**config.mk**
```make
export PLATFORM = sky130hd
export DESIGN_NAME = dmem_arbiter_flat
export DESIGN_NICKNAME = d
export VERILOG_FILES = /design/src/rtl/dmem_arbiter_if.sv /design/src/rtl/dmem_arbiter.sv /design/src/flat_wrapper.sv
export SDC_FILE = /design/constraint.sdc
export NUM_CORES = 1
export LEC_CHECK = 0
export BUFFER_PORTS_ARGS = -buffer_cell sky130_fd_sc_hd__buf_2
export CORE_AREA = 4 4 113 115
export CTS_BUF_LIST = sky130_fd_sc_hd__clkbuf_2
export CTS_CLUSTER_SIZE = 25
export DETAILED_ROUTE_END_ITERATION = 8
export DIE_AREA = 0 0 117 119
export HOLD_SLACK_MARGIN = 0.06
export MAX_ROUTING_LAYER = met4
export PLACE_DENSITY = 0.65
export SLEW_MARGIN = 5
export SYNTH_ARGS = -nofsm -noshare
export SYNTH_HDL_FRONTEND = slang
export SYNTH_SLANG_ARGS = --single-unit
```
**constraint.sdc**
```tcl
create_clock -name clk -period 2.65 [get_ports clk]
set_input_delay 0.3975 -clock clk [delete_from_list [all_inputs] [get_ports clk]]
set_output_delay 0.3975 -clock clk [all_outputs]
set_load 0.005 [all_outputs]
```
**src/rtl/dmem_arbiter_if.sv**
```systemverilog
// -----------------------------------------------------------------------------
// dmem_arbiter_if / dmem_bus_if
//   Bus bundles used by dmem_arbiter.
//
//   dmem_arbiter_if : one requesting master's transfer port.
//     req, we, addr, wdata   master -> arbiter  (request, 1=write, byte address, write data)
//     gnt                    arbiter -> master  (transfer accepted this cycle)
//     rvalid, rdata          arbiter -> master  (read data, one cycle after a granted read)
//     modport master : the requesting side
//     modport slave  : the arbiter side
//
//   dmem_bus_if : connection to the single-port data memory (64 x 32b).
//     a, wd, we              arbiter -> memory  (address, write data, write enable)
//     rd                     memory  -> arbiter (combinational read data of a)
//     modport master : the arbiter side
//     modport slave  : the memory side
// -----------------------------------------------------------------------------
interface dmem_arbiter_if;
  logic        req;
  logic        we;
  logic [31:0] addr;
  logic [31:0] wdata;
  logic        gnt;
  logic        rvalid;
  logic [31:0] rdata;

  modport master (output req, we, addr, wdata, input gnt, rvalid, rdata);
  modport slave  (input req, we, addr, wdata, output gnt, rvalid, rdata);
endinterface

interface dmem_bus_if;
  logic [31:0] a;
  logic [31:0] wd;
  logic        we;
  logic [31:0] rd;

  modport master (output a, wd, we, input rd);
  modport slave  (input a, wd, we, output rd);
endinterface

```
**src/rtl/dmem_arbiter.sv**
```systemverilog
// -----------------------------------------------------------------------------
// dmem_arbiter
//   Two-master arbiter in front of the single-port data memory. Master 0 is the
//   CPU load/store port, master 1 the debug/DMA loader. One transfer is granted
//   per cycle; a master may keep ownership for up to BURST_MAX consecutive
//   transfers while the other is waiting, then ownership passes over. Read data
//   is registered and returned to the granted master one cycle later.
//
// Parameters
//   BURST_MAX  max consecutive transfers for one master while the other waits (>=1)
//
// Ports
//   clk    in   rising-edge clock
//   reset  in   asynchronous, active-high reset
//   m0     dmem_arbiter_if.slave  master 0 (CPU)
//   m1     dmem_arbiter_if.slave  master 1 (debug/DMA)
//   mem    dmem_bus_if.master     data memory port
// -----------------------------------------------------------------------------
module dmem_arbiter #(
  parameter int BURST_MAX = 4
) (
  input  logic           clk,
  input  logic           reset,
  dmem_arbiter_if.slave  m0,
  dmem_arbiter_if.slave  m1,
  dmem_bus_if.master     mem
);

  localparam int             CW      = $clog2(BURST_MAX + 1);
  localparam logic [CW-1:0]  CNT_MAX = CW'(BURST_MAX);
  localparam logic [CW-1:0]  CNT_ONE = CW'(1);

  typedef enum logic [1:0] {IDLE, OWN0, OWN1} state_t;

  state_t        state, state_nxt;
  logic [CW-1:0] cnt, cnt_nxt;
  logic          lru, lru_nxt;
  logic          gnt0, gnt1;
  logic          sat;
  logic          rvalid0, rvalid1;
  logic [31:0]   rdata0, rdata1;

  // cnt never exceeds CNT_MAX, so equality is the same as "not below the limit"
  assign sat = (cnt == CNT_MAX);

  // State register: owner, burst length and last-served master
  always_ff @(posedge clk or posedge reset) begin
    if (reset) begin
      state <= IDLE;
      cnt   <= '0;
      lru   <= 1'b1;
    end else begin
      state <= state_nxt;
      cnt   <= cnt_nxt;
      lru   <= lru_nxt;
    end
  end

  // Next-state logic driven by this cycle's grant decision
  always_comb begin
    state_nxt = state;
    cnt_nxt   = cnt;
    lru_nxt   = lru;
    if (gnt0) begin
      if (state == OWN0) begin
        cnt_nxt = sat ? cnt : cnt + CNT_ONE;
      end else begin
        state_nxt = OWN0;
        cnt_nxt   = CNT_ONE;
        lru_nxt   = 1'b0;
      end
    end else if (gnt1) begin
      if (state == OWN1) begin
        cnt_nxt = sat ? cnt : cnt + CNT_ONE;
      end else begin
        state_nxt = OWN1;
        cnt_nxt   = CNT_ONE;
        lru_nxt   = 1'b1;
      end
    end else begin
      state_nxt = IDLE;
      cnt_nxt   = '0;
    end
  end

  // Grant decision and memory drive. The owner keeps the bus until its burst
  // saturates with the other master waiting; a saturated owner with an idle
  // rival keeps going. From IDLE a tie goes to the master not served last.
  always_comb begin
    gnt0 = 1'b0;
    gnt1 = 1'b0;
    case (state)
      IDLE: begin
        if (m0.req && m1.req) begin
          gnt0 = lru;
          gnt1 = ~lru;
        end else begin
          gnt0 = m0.req;
          gnt1 = m1.req;
        end
      end
      OWN0: begin
        if (m0.req && (!sat || !m1.req)) gnt0 = 1'b1;
        else                             gnt1 = m1.req;
      end
      OWN1: begin
        if (m1.req && (!sat || !m0.req)) gnt1 = 1'b1;
        else                             gnt0 = m0.req;
      end
      default: ;
    endcase

    mem.a  = '0;
    mem.wd = '0;
    mem.we = 1'b0;
    if (gnt0) begin
      mem.a  = m0.addr;
      mem.wd = m0.wdata;
      mem.we = m0.we;
    end else if (gnt1) begin
      mem.a  = m1.addr;
      mem.wd = m1.wdata;
      mem.we = m1.we;
    end
  end

  // Read return: capture combinational memory data on a granted read. Reset
  // drops any response in flight.
  always_ff @(posedge clk or posedge reset) begin
    if (reset) begin
      rvalid0 <= 1'b0;
      rvalid1 <= 1'b0;
      rdata0  <= '0;
      rdata1  <= '0;
    end else begin
      rvalid0 <= gnt0 & ~m0.we;
      rvalid1 <= gnt1 & ~m1.we;
      if (gnt0 && !m0.we) rdata0 <= mem.rd;
      if (gnt1 && !m1.we) rdata1 <= mem.rd;
    end
  end

  assign m0.gnt    = gnt0;
  assign m1.gnt    = gnt1;
  assign m0.rvalid = rvalid0;
  assign m1.rvalid = rvalid1;
  assign m0.rdata  = rdata0;
  assign m1.rdata  = rdata1;

endmodule
```
**src/flat_wrapper.sv**
```systemverilog
// flat-port wrapper written by rule: the top's interface ports become plain ports
module dmem_arbiter_flat 
#(
  parameter int BURST_MAX = 4
)
  (clk, reset, m0_req, m0_we, m0_addr, m0_wdata, m0_gnt, m0_rvalid, m0_rdata, m1_req, m1_we, m1_addr, m1_wdata, m1_gnt, m1_rvalid, m1_rdata, mem_a, mem_wd, mem_we, mem_rd);
  dmem_arbiter_if m0_i ();
  dmem_arbiter_if m1_i ();
  dmem_bus_if mem_i ();
  input  logic clk;
  input  logic reset;
  input wire logic [$bits(m0_i.req)-1:0] m0_req;
  input wire logic [$bits(m0_i.we)-1:0] m0_we;
  input wire logic [$bits(m0_i.addr)-1:0] m0_addr;
  input wire logic [$bits(m0_i.wdata)-1:0] m0_wdata;
  output wire logic [$bits(m0_i.gnt)-1:0] m0_gnt;
  output wire logic [$bits(m0_i.rvalid)-1:0] m0_rvalid;
  output wire logic [$bits(m0_i.rdata)-1:0] m0_rdata;
  input wire logic [$bits(m1_i.req)-1:0] m1_req;
  input wire logic [$bits(m1_i.we)-1:0] m1_we;
  input wire logic [$bits(m1_i.addr)-1:0] m1_addr;
  input wire logic [$bits(m1_i.wdata)-1:0] m1_wdata;
  output wire logic [$bits(m1_i.gnt)-1:0] m1_gnt;
  output wire logic [$bits(m1_i.rvalid)-1:0] m1_rvalid;
  output wire logic [$bits(m1_i.rdata)-1:0] m1_rdata;
  output wire logic [$bits(mem_i.a)-1:0] mem_a;
  output wire logic [$bits(mem_i.wd)-1:0] mem_wd;
  output wire logic [$bits(mem_i.we)-1:0] mem_we;
  input wire logic [$bits(mem_i.rd)-1:0] mem_rd;
  assign m0_i.req = m0_req;
  assign m0_i.we = m0_we;
  assign m0_i.addr = m0_addr;
  assign m0_i.wdata = m0_wdata;
  assign m0_gnt = m0_i.gnt;
  assign m0_rvalid = m0_i.rvalid;
  assign m0_rdata = m0_i.rdata;
  assign m1_i.req = m1_req;
  assign m1_i.we = m1_we;
  assign m1_i.addr = m1_addr;
  assign m1_i.wdata = m1_wdata;
  assign m1_gnt = m1_i.gnt;
  assign m1_rvalid = m1_i.rvalid;
  assign m1_rdata = m1_i.rdata;
  assign mem_a = mem_i.a;
  assign mem_wd = mem_i.wd;
  assign mem_we = mem_i.we;
  assign mem_i.rd = mem_rd;
  dmem_arbiter #(.BURST_MAX(BURST_MAX)) u_core (.clk(clk), .reset(reset), .m0(m0_i), .m1(m1_i), .mem(mem_i));
endmodule
```
==> impl_metrics.toml <==
[status]
outcome = "finished, violations left"
violations = "negative setup slack"

[routing]
viasPerCell = 4.92
antenna_left = 0
dr.pass1.iters = 4
drtIter0Drc = 194
routed_wl_um = 14200
drc = 0
vias = 3609
routedWlPerCell_um = 19.4

[placement]
postPlaceCellArea_sq_mm = 0.00531
routabilityCongestion = 0.964
hpwl_um = 10700
portBuffers = 298

[floorplanning]
die_h_um = 119
row_count = 40
io_pins = 299
dieArea_sq_mm = 0.0139
core_sq_mm = 0.0118
die_w_um = 117
initial_core_util_pct = 31.8

[logic_synthesis]
synth_most_common_cell = "dfrtp_1"
async_flop_share_pct = 100
yosysTopAreaCell = "dfrtp_1"
synth_edf_count = 0
ys_warn_count = 0
ys_seq_area_share_pct = 48.0
synth_nets = 440
synth_top_area_share_pct = 47.3
synthTopCellsByArea = "dfrtp_1 (47%), a22o_1 (15%), mux2_4 (14%), mux2_2 (9.6%), buf_6 (2.1%)"
ys_ff_latch = 72
ys_types = 34
avgSynthCellArea_sq_um = 13.8
syn_area_sq_mm = 0.00376
synth_commonest_cells = "dfrtp_1 (71), a22o_1 (65), mux2_4 (34), mux2_2 (32)"
syn_inst = 272
ys.flop_type = "dfrtp_1"

[setup_path]
regToRegEndpoint = "u_core.m0.rdata[31]$_DFFE_PP0P_"
worstPathRequired_ns = 2.25
r2r_start = "u_core.state[0]$_DFFE_PP0P_"
crit_chain = "inv_2 -> ha_4 -> nand2_4 -> mux2_4 -> and4_4 -> buf_12 -> a22o_1 -> buf_2"
critPathMaxFanout = 24
cp-startpoint = "u_core.cnt[1]$_DFF_PP0_"
reg2reg_depth = 5
cp.arrival_ns = 2.28
critPathMaxStageDelay_ns = 0.44
slowest_stage = "dfrtp_1"
worstSetupPathType = "reg -> out"
crit_path_start_kind = "flop"
reg2reg_slack_ns = 0.52
worstSetupEndpointType = "primary output"

[cells_and_area]
design_area_sq_mm = 0.00566
antenna-diode-count = 0
fillCellCount = 1102
fin_nets = 749
area_growth_pct = 50.5
final_layout_size_suffix_gt1_share_pct = 71.2

[power]
power_switching_uw = 1350
powerDensity_mw_per_mm2 = 732
p_clk_share_pct = 17.5
p_leak_uw = 0.00311
ir_drop_mv = 0.477
p_total_uw = 4140
combPwrFrac_pct = 43.2
power_switching_share_pct = 32.6
p_seq_share_pct = 39.4
p_int_uw = 2790

[timing]
period_share_pct = 101
finalClockSkew_ns = 0.0273
maxSlewViolCount = 0
finalSetupViolCount = 24
worstMarginPinSlew_ns = 0.620
rsz0062_at_grt = "true"
hold_viol_final = 0
fin_crit_ns = 2.68
fmax_mhz = 373
relSlewSlack_pct = 58.6
holdWs_ns = 0.136
fin_ws_ns = -0.0296

[clock_network]
numCtsBuffers = 9
htreeDepth = 3
clk_path_buf_depth = 2
clk_latency_ns = 0.48
cts.clk_slew.worst_paths_ns = 0.22
cts-root-buf = "clkbuf_2"
cts.sinks = 72
tritoncts = "done"

[global_routing]
grt_pass1_vias = 3804
grt_usage_pct = 19.5
grt_start_max_net_pins = 33
grt_first_pass_wirelength_um = 20500
antenna_found_initial = 0
overflow = 0

[worst_hold_path]
min_path_cells = 2
min_path_type = "in -> reg"
min_from = "mem_rd[19]"
holdPathEnd = "u_core.m0.rdata[19]$_DFFE_PP0P_"

[run]
cap_viol_max_count = 0
cell families (layout without fill, tap and decap cells):
group,after synthesis,in the layout,share of synthesized area [%]
buf+inv,29,339,5.96
fa+ha+maj,2,2,0.666
simple gates,26,30,4.83
compound gates,77,77,17.4
mux,66,66,23.2
flops,72,72,48.0
critical path, delay by kind of cell, from the launching register on:
kind | cells | cell delay (ns)
AO/OA/AOI/OAI | 1 | 0.25
adder cells (fa/ha/maj) | 1 | 0.14
buffers and inverters | 3 | 0.38
flip-flops | 1 | 0.44
multiplexers | 1 | 0.31
AND/OR/NAND/NOR | 2 | 0.27
repair_timing:
| action | in CTS | in global routing |
|---|---|---|
| buffers inserted | 11 | 1 |
| resized for setup | 16 | 1 |
| hold endpoints to repair | 26 | 1 |
| pin swaps | 5 | 7 |
| setup endpoints to repair | 66 | 65 |
| hold buffers | 1 | 1 |
| cloned | 3 | 1 |
per-layer routing:
layer  GRT usage (%)  vias up  share of wire, %
met3            3.86       25               7.4
li1                -     1674                 -
met4            6.59        0               2.6
met5               -        -                 0
met2            34.1      169                51
met1            22.0     1741                39
per-stage QoR:
| stage | utilization [%] | std cells | TNS (ns) | setup slack (ns) |
|---|---|---|---|---|
| 4_1_cts | 47.6 | 730 | -1.85 | -0.0634 |
| 6_report | 47.9 | 733 | -0.261 | -0.0296 |
| 3_5_place_dp | 44.9 | 699 | -0.0831 | -0.0219 |
| 5_1_grt | 47.9 | 733 | -7.66 | -0.149 |
| 2_1_floorplan | - | 272 | 0 | 0.429 |
| 3_3_place_gp | 44.9 | 699 | 0 | 0.0419 |
sequential cells by signal (all words and copies together), names as in the netlist:
signal            cells
u_core.m1.rvalid      1
u_core.state          2
u_core.cnt            3
u_core.m0.rdata      32
u_core.m1.rdata      32
u_core.lru            1
u_core.m0.rvalid      1
power by group through the flow:
stage          Sequential, uW  Clock [uW]  Combinational [uW]
2_1_floorplan            1670           0                 886
3_3_place_gp             1640           0                1670
3_5_place_dp             1650           0                1680
4_1_cts                  1630         755                1800
5_1_grt                  1680         808                1920
6_report                 1630         723                1790
worst max-delay path by stage:
stage | end | slack [ns] | depth (start not counted)
2_1_floorplan | u_core.cnt[0]$_DFF_PP0_ | 0.43 | 1
3_3_place_gp | mem_a[2] | 0.04 | 7
3_5_place_dp | mem_a[2] | -0.02 | 7
4_1_cts | mem_a[2] | -0.06 | 8
5_1_grt | mem_wd[31] | -0.15 | 8
6_report | mem_a[2] | -0.03 | 8
cell usage in the layout (no fill, tap or decap), drive strengths merged, types with 3 or more instances in the layout:
master	count
nand2	11
buf	315
a22o	65
a21oi	4
clkbuf	10
inv	7
dfrtp	71
and4	8
mux2	66
nor2	3
final cells by class:
class / instances / area [sq um] / share of cell area (%)
clock buffer: 10 / 50.0 / 0.885
clock inverter: 6 / 92.6 / 1.64
inverter: 6 / 25.0 / 0.442
multi-input combinational: 175 / 1790 / 31.7
sequential: 72 / 1810 / 31.9
tap: 147 / 184 / 3.25
timing repair buffer: 317 / 1710 / 30.2
(Power assumes the default switching activity.)
